<file path="src/rtl/slew_dac_spi_pkg.sv">
// Shared definitions for the slewed-value DAC SPI feeder: command nibble,
// word field widths and the transfer engine state encoding.
package slew_dac_spi_pkg;

  localparam logic [3:0] SPI_CMD      = 4'b0011;
  localparam int         CMD_W        = 4;
  localparam int         ADDR_FIELD_W = 4;

  typedef enum logic [1:0] {
    ST_IDLE  = 2'd0,
    ST_SETUP = 2'd1,
    ST_SHIFT = 2'd2,
    ST_HOLD  = 2'd3
  } spi_state_e;

endpackage

</file>
<file path="src/rtl/slew_dac_spi_word_shift.sv">
// Mode-0 SPI word engine: SETUP / SHIFT / HOLD sequencing of one cw-bit word,
// MSB first, with each sclk phase lasting div clk cycles.
module spi_word_shift
  import slew_dac_spi_pkg::*;
#(
  parameter int cw  = 16,
  parameter int div = 2
) (
  input  logic          clk,
  input  logic          rst,
  input  logic          start_i,
  input  logic [cw-1:0] word_i,
  output logic          sclk_o,
  output logic          csb_o,
  output logic          sdo_o,
  output logic          done_o,
  output logic [1:0]    state_o
);

  localparam int DCW = (div > 1) ? $clog2(div) : 1;
  localparam int BCW = (cw > 1) ? $clog2(cw) : 1;

  spi_state_e     state_q, state_d;
  logic [DCW-1:0] cnt_q, cnt_d;
  logic [BCW-1:0] bit_q, bit_d;
  logic           phase_q, phase_d;
  logic [cw-1:0]  sreg_q, sreg_d;
  logic           div_end;

  assign div_end = (cnt_q == DCW'(div - 1));

  // phase_q=1 is the sclk-high half of a bit period; the shift happens as
  // that half ends so the next bit appears on the falling edge.
  always_comb begin
    state_d = state_q;
    cnt_d   = cnt_q;
    bit_d   = bit_q;
    phase_d = phase_q;
    sreg_d  = sreg_q;
    done_o  = 1'b0;
    case (state_q)
      ST_IDLE: begin
        cnt_d   = '0;
        bit_d   = '0;
        phase_d = 1'b0;
        if (start_i) begin
          sreg_d  = word_i;
          state_d = ST_SETUP;
        end
      end
      ST_SETUP: begin
        if (div_end) begin
          cnt_d   = '0;
          phase_d = 1'b0;
          state_d = ST_SHIFT;
        end else begin
          cnt_d = cnt_q + DCW'(1);
        end
      end
      ST_SHIFT: begin
        if (div_end) begin
          cnt_d = '0;
          if (!phase_q) begin
            phase_d = 1'b1;
          end else begin
            phase_d = 1'b0;
            if (bit_q == BCW'(cw - 1)) begin
              state_d = ST_HOLD;
            end else begin
              bit_d  = bit_q + BCW'(1);
              sreg_d = {sreg_q[cw-2:0], 1'b0};
            end
          end
        end else begin
          cnt_d = cnt_q + DCW'(1);
        end
      end
      ST_HOLD: begin
        if (div_end) begin
          cnt_d   = '0;
          done_o  = 1'b1;
          state_d = ST_IDLE;
        end else begin
          cnt_d = cnt_q + DCW'(1);
        end
      end
      default: state_d = ST_IDLE;
    endcase
  end

  always_ff @(posedge clk) begin
    if (rst) begin
      state_q <= ST_IDLE;
      cnt_q   <= '0;
      bit_q   <= '0;
      phase_q <= 1'b0;
      sreg_q  <= '0;
    end else begin
      state_q <= state_d;
      cnt_q   <= cnt_d;
      bit_q   <= bit_d;
      phase_q <= phase_d;
      sreg_q  <= sreg_d;
    end
  end

  assign csb_o   = !((state_q == ST_SETUP) || (state_q == ST_SHIFT));
  assign sclk_o  = (state_q == ST_SHIFT) && phase_q;
  assign sdo_o   = csb_o ? 1'b0 : sreg_q[cw-1];
  assign state_o = state_q;

endmodule

</file>
<file path="src/rtl/slew_dac_spi.sv">
// Shadow bank + dirty flags for slewed channel values; changed channels are
// picked round-robin and sent to the DAC one SPI word at a time.
module slew_dac_spi
  import slew_dac_spi_pkg::*;
#(
  parameter int aw  = 2,
  parameter int dw  = 5,
  parameter int cw  = 16,
  parameter int div = 2
) (
  input  logic          clk,
  input  logic          rst,
  input  logic          in_valid,
  input  logic [aw-1:0] in_addr,
  input  logic [dw-1:0] in_data,
  output logic          sclk,
  output logic          csb,
  output logic          sdo,
  output logic          busy,
  output logic          overrun
);

  localparam int NCH = 1 << aw;
  localparam int DFW = cw - CMD_W - ADDR_FIELD_W;

  logic [dw-1:0]           shadow_q [NCH];
  logic [NCH-1:0]          dirty_q, dirty_d;
  logic [aw-1:0]           ptr_q, ptr_d;
  logic                    overrun_q, overrun_d;
  logic [aw-1:0]           scan_idx, sel;
  logic                    found, load;
  logic [ADDR_FIELD_W-1:0] addr_field;
  logic [DFW-1:0]          data_field;
  logic [cw-1:0]           word;
  logic [1:0]              eng_state;
  logic                    done_w;

  assign busy = (eng_state != ST_IDLE);

  // First dirty channel at or after ptr, wrapping. Only registered dirty
  // bits are looked at, so a write lands in the scan one cycle later.
  always_comb begin
    found    = 1'b0;
    sel      = ptr_q;
    scan_idx = '0;
    for (int i = 0; i < NCH; i++) begin
      scan_idx = ptr_q + aw'(i);
      if (!found && dirty_q[scan_idx]) begin
        found = 1'b1;
        sel   = scan_idx;
      end
    end
  end

  assign load = found && !busy;

  always_comb begin
    addr_field          = '0;
    addr_field[aw-1:0]  = sel;
    data_field          = DFW'($signed(shadow_q[sel]));
    word                = {SPI_CMD, addr_field, data_field};
  end

  // A write to the channel being loaded keeps it dirty so it goes out again.
  always_comb begin
    dirty_d   = dirty_q;
    ptr_d     = ptr_q;
    overrun_d = overrun_q;
    if (load) begin
      dirty_d[sel] = 1'b0;
      ptr_d        = sel + aw'(1);
    end
    if (in_valid) begin
      dirty_d[in_addr] = 1'b1;
      if (dirty_q[in_addr]) overrun_d = 1'b1;
    end
  end

  always_ff @(posedge clk) begin
    if (rst) begin
      dirty_q   <= '0;
      ptr_q     <= '0;
      overrun_q <= 1'b0;
      for (int i = 0; i < NCH; i++) shadow_q[i] <= '0;
    end else begin
      dirty_q   <= dirty_d;
      ptr_q     <= ptr_d;
      overrun_q <= overrun_d;
      if (in_valid) shadow_q[in_addr] <= in_data;
    end
  end

  assign overrun = overrun_q;

  spi_word_shift #(
    .cw  (cw),
    .div (div)
  ) u_shift (
    .clk     (clk),
    .rst     (rst),
    .start_i (load),
    .word_i  (word),
    .sclk_o  (sclk),
    .csb_o   (csb),
    .sdo_o   (sdo),
    .done_o  (done_w),
    .state_o (eng_state)
  );

  // The engine only reports completion from its HOLD phase.
  always_ff @(posedge clk) begin
    if (!rst && done_w) assert (eng_state == ST_HOLD);
  end

endmodule

</file>
<file path="config.mk">
export PLATFORM = sky130hd
export DESIGN_NAME = slew_dac_spi
export DESIGN_NICKNAME = d
export VERILOG_FILES = /design/src/rtl/slew_dac_spi_pkg.sv /design/src/rtl/slew_dac_spi_word_shift.sv /design/src/rtl/slew_dac_spi.sv
export SDC_FILE = /design/constraint.sdc
export NUM_CORES = 1
export LEC_CHECK = 0
export ABC_AREA = 1
export CORE_AREA = 2 2 82 84
export CTS_BUF_LIST = sky130_fd_sc_hd__clkbuf_4
export CTS_CLUSTER_DIAMETER = 80
export DETAILED_ROUTE_END_ITERATION = 16
export DIE_AREA = 0 0 84 86
export PLACE_DENSITY = 0.72
export SLEW_MARGIN = 25
export SYNTH_ARGS = -nofsm -noshare
export SYNTH_HDL_FRONTEND = slang
export SYNTH_HIERARCHICAL = 1
export SYNTH_SLANG_ARGS = --single-unit
</file>
<file path="constraint.sdc">
create_clock -name clk -period 3.49 [get_ports clk]
set_input_delay 0.5235 -clock clk [delete_from_list [all_inputs] [get_ports clk]]
set_output_delay 0.5235 -clock clk [all_outputs]
set_load 0.005 [all_outputs]
</file>
==> impl_metrics.env <==
export IMPL_tightest_slew_ns=0.681
export IMPL_finalCriticalPeriod_ns=2.62
export IMPL_slew_headroom_pct=54.5
export IMPL_clock_sinks=51
export IMPL_p_leak_nw=1.92
export IMPL_clk_pin_slew_ns=0.16
export IMPL_fin_crit_sh_pct=75.0
export IMPL_final_max_slew_viol_count=0
export IMPL_htreeDepth=2
export IMPL_drv_cap=0
export IMPL_cp_required_ns=3.80
export IMPL_grt_setup_unrepaired="no"
export IMPL_final_antenna_net_count=0
export IMPL_area_delta_synth_final_pct=6.43
export IMPL_ioPinCount=15
export IMPL_die_y_um=86
export IMPL_wl_um=6360
export IMPL_finalSetupViolations=0
export IMPL_clk_latency_ns=0.37
export IMPL_hold_viol_final=0
export IMPL_cts_resized=0
export IMPL_skew_ns=0.0105
export IMPL_regArea_um2=1220
export IMPL_initial_core_util_pct=53.9
export IMPL_fmax_ghz=0.382
export IMPL_place_detailed_hpwl_um=4590
export IMPL_numCtsBuffers=5
export IMPL_cts_hold_fix_buffers=0
export IMPL_drc=0
export IMPL_globalRoute_totalOverflow=0
export IMPL_status="completed"
export IMPL_worstHoldPathType="flop to flop"
export IMPL_core_area_um2=6280
export IMPL_critical_path_class="flop to flop"
export IMPL_worstPathArrival_ns=2.93
export IMPL_cts_root_buf="clkbuf_4"
export IMPL_drtPass1Iterations=4
export IMPL_final_nets=534
export IMPL_grt_pass1_wl_um=11600
export IMPL_insertedDiodeCount=0
export IMPL_dieWidth_um=84
export IMPL_vias_per_cell=4.73
export IMPL_num_vias=2810
export IMPL_avgSynthCellArea_um2=6.72
export IMPL_nFillCells=603
export IMPL_gp_congestion=0.834
export IMPL_first_global_vias=2666
export IMPL_grt_use_total_pct=19.4
export IMPL_cts_tree="done"
export IMPL_row_count=29
export IMPL_worstPathMaxFanout=17
export IMPL_syn_cell_area_um2=3390
export IMPL_wire_per_inst_um=10.7
export IMPL_grt_start_max_net_pins=37
export IMPL_peakVddDrop_mv=0.748
export IMPL_postSynthCellCount=504
export IMPL_cts_setup_buffers=0
export IMPL_first_iter_violations=101
export IMPL_die_area_um2=7220
export IMPL_final_setup_worst_slack_ns=0.872
export IMPL_io_buffer_count=14
export IMPL_fin_area_um2=3600
export IMPL_multi_input_area_um2=1700
export IMPL_placed_area_um2=3540
export IMPL_yosys_warnings=6
export IMPL_tns_ns=0
export IMPL_post_place_ws_ns=0.918
export IMPL_antenna_found_initial=0
export IMPL_power_density_nw_per_um2=829
export IMPL_drive_gt1_share_pct=14.9
export IMPL_startpoint_type="flop"
export IMPL_clockBufferDepth=2
export IMPL_endpoint_kind="flop"
[power breakdown]
group | leakage, nW | total (mW) | switching, mW | internal [mW]
logic | 1.43 | 1.87 | 1.25 | 0.626
registers | 0.450 | 0.820 | 0.0831 | 0.737
clock network | 0.0373 | 0.292 | 0.205 | 0.0868
[cell type report]
class	count	share of cell area, %
multi-input cells	345	47.1
clock inverters	3	0.799
flip-flops and latches	51	33.9
repair buffers	16	4.31
well taps	77	2.67
clock buffers	5	1.04
inverters	97	10.2
[flip-flops by register name, indices dropped and copies added, names as in the netlist, 2 cells and up]
signal and flops:
dirty_q 4, ptr_q 2, shadow_q 20, u_shift/bit_q 4
u_shift/sreg_q 16, u_shift/state_o 2
[metal layers]
layer  track usage (%)  routed length, um  up-vias
li1                  -                  -     1532
met4              6.16                 76        0
met3              3.95                140        8
met5                 0                  0        -
met2              34.9               3100       32
met1              23.4               3040     1238
[cell usage in the layout, fill, tap and decap left out, drive strengths merged]
cell	count
clkbuf	5
nand2	186
clkinv	3
nor3	1
nand4	21
conb	6
o21ai	3
buf	2
inv	97
or2	1
o22ai	1
nor2	82
clkdlybuf4s50	14
dfxtp	31
ha	8
xor2	1
edfxtp	20
a21oi	8
nand3	27
[through the flow]
step	hold slack, ns	instances	util (%)	power (mW)
3_3_place_gp	0.427	586	56.3	2.67
5_1_grt	0.472	594	57.4	3.33
3_5_place_dp	0.429	586	56.3	2.72
2_1_floorplan	0.414	508	-	2.46
6_report	0.449	594	57.4	2.99
4_1_cts	0.450	594	57.4	3.01
[critical path, cell delays in order (launching register included)]
cell,delay [ns]
dfxtp_1,0.62
inv_2,0.20
nand2_2,0.10
nand2_2,0.08
nand2_1,0.08
nand2_2,0.09
nand3_1,0.08
nor2_1,0.07
nor2_4,0.13
inv_1,0.06
nand2_2,0.33
nand3_4,0.41
nand2_1,0.16
inv_1,0.05
nor2_1,0.10
[worst paths after layout]
kind,depth (start not counted),from,slack (ns),end
max,14,ptr_q[0],0.87,u_shift/sreg_q[8]
min reg2reg,1,u_shift/cnt_q,0.45,u_shift/cnt_q
min,1,u_shift/cnt_q,0.45,u_shift/cnt_q
max reg2reg,14,ptr_q[0],0.87,u_shift/sreg_q[8]
Power figures use the tool's default switching activity.
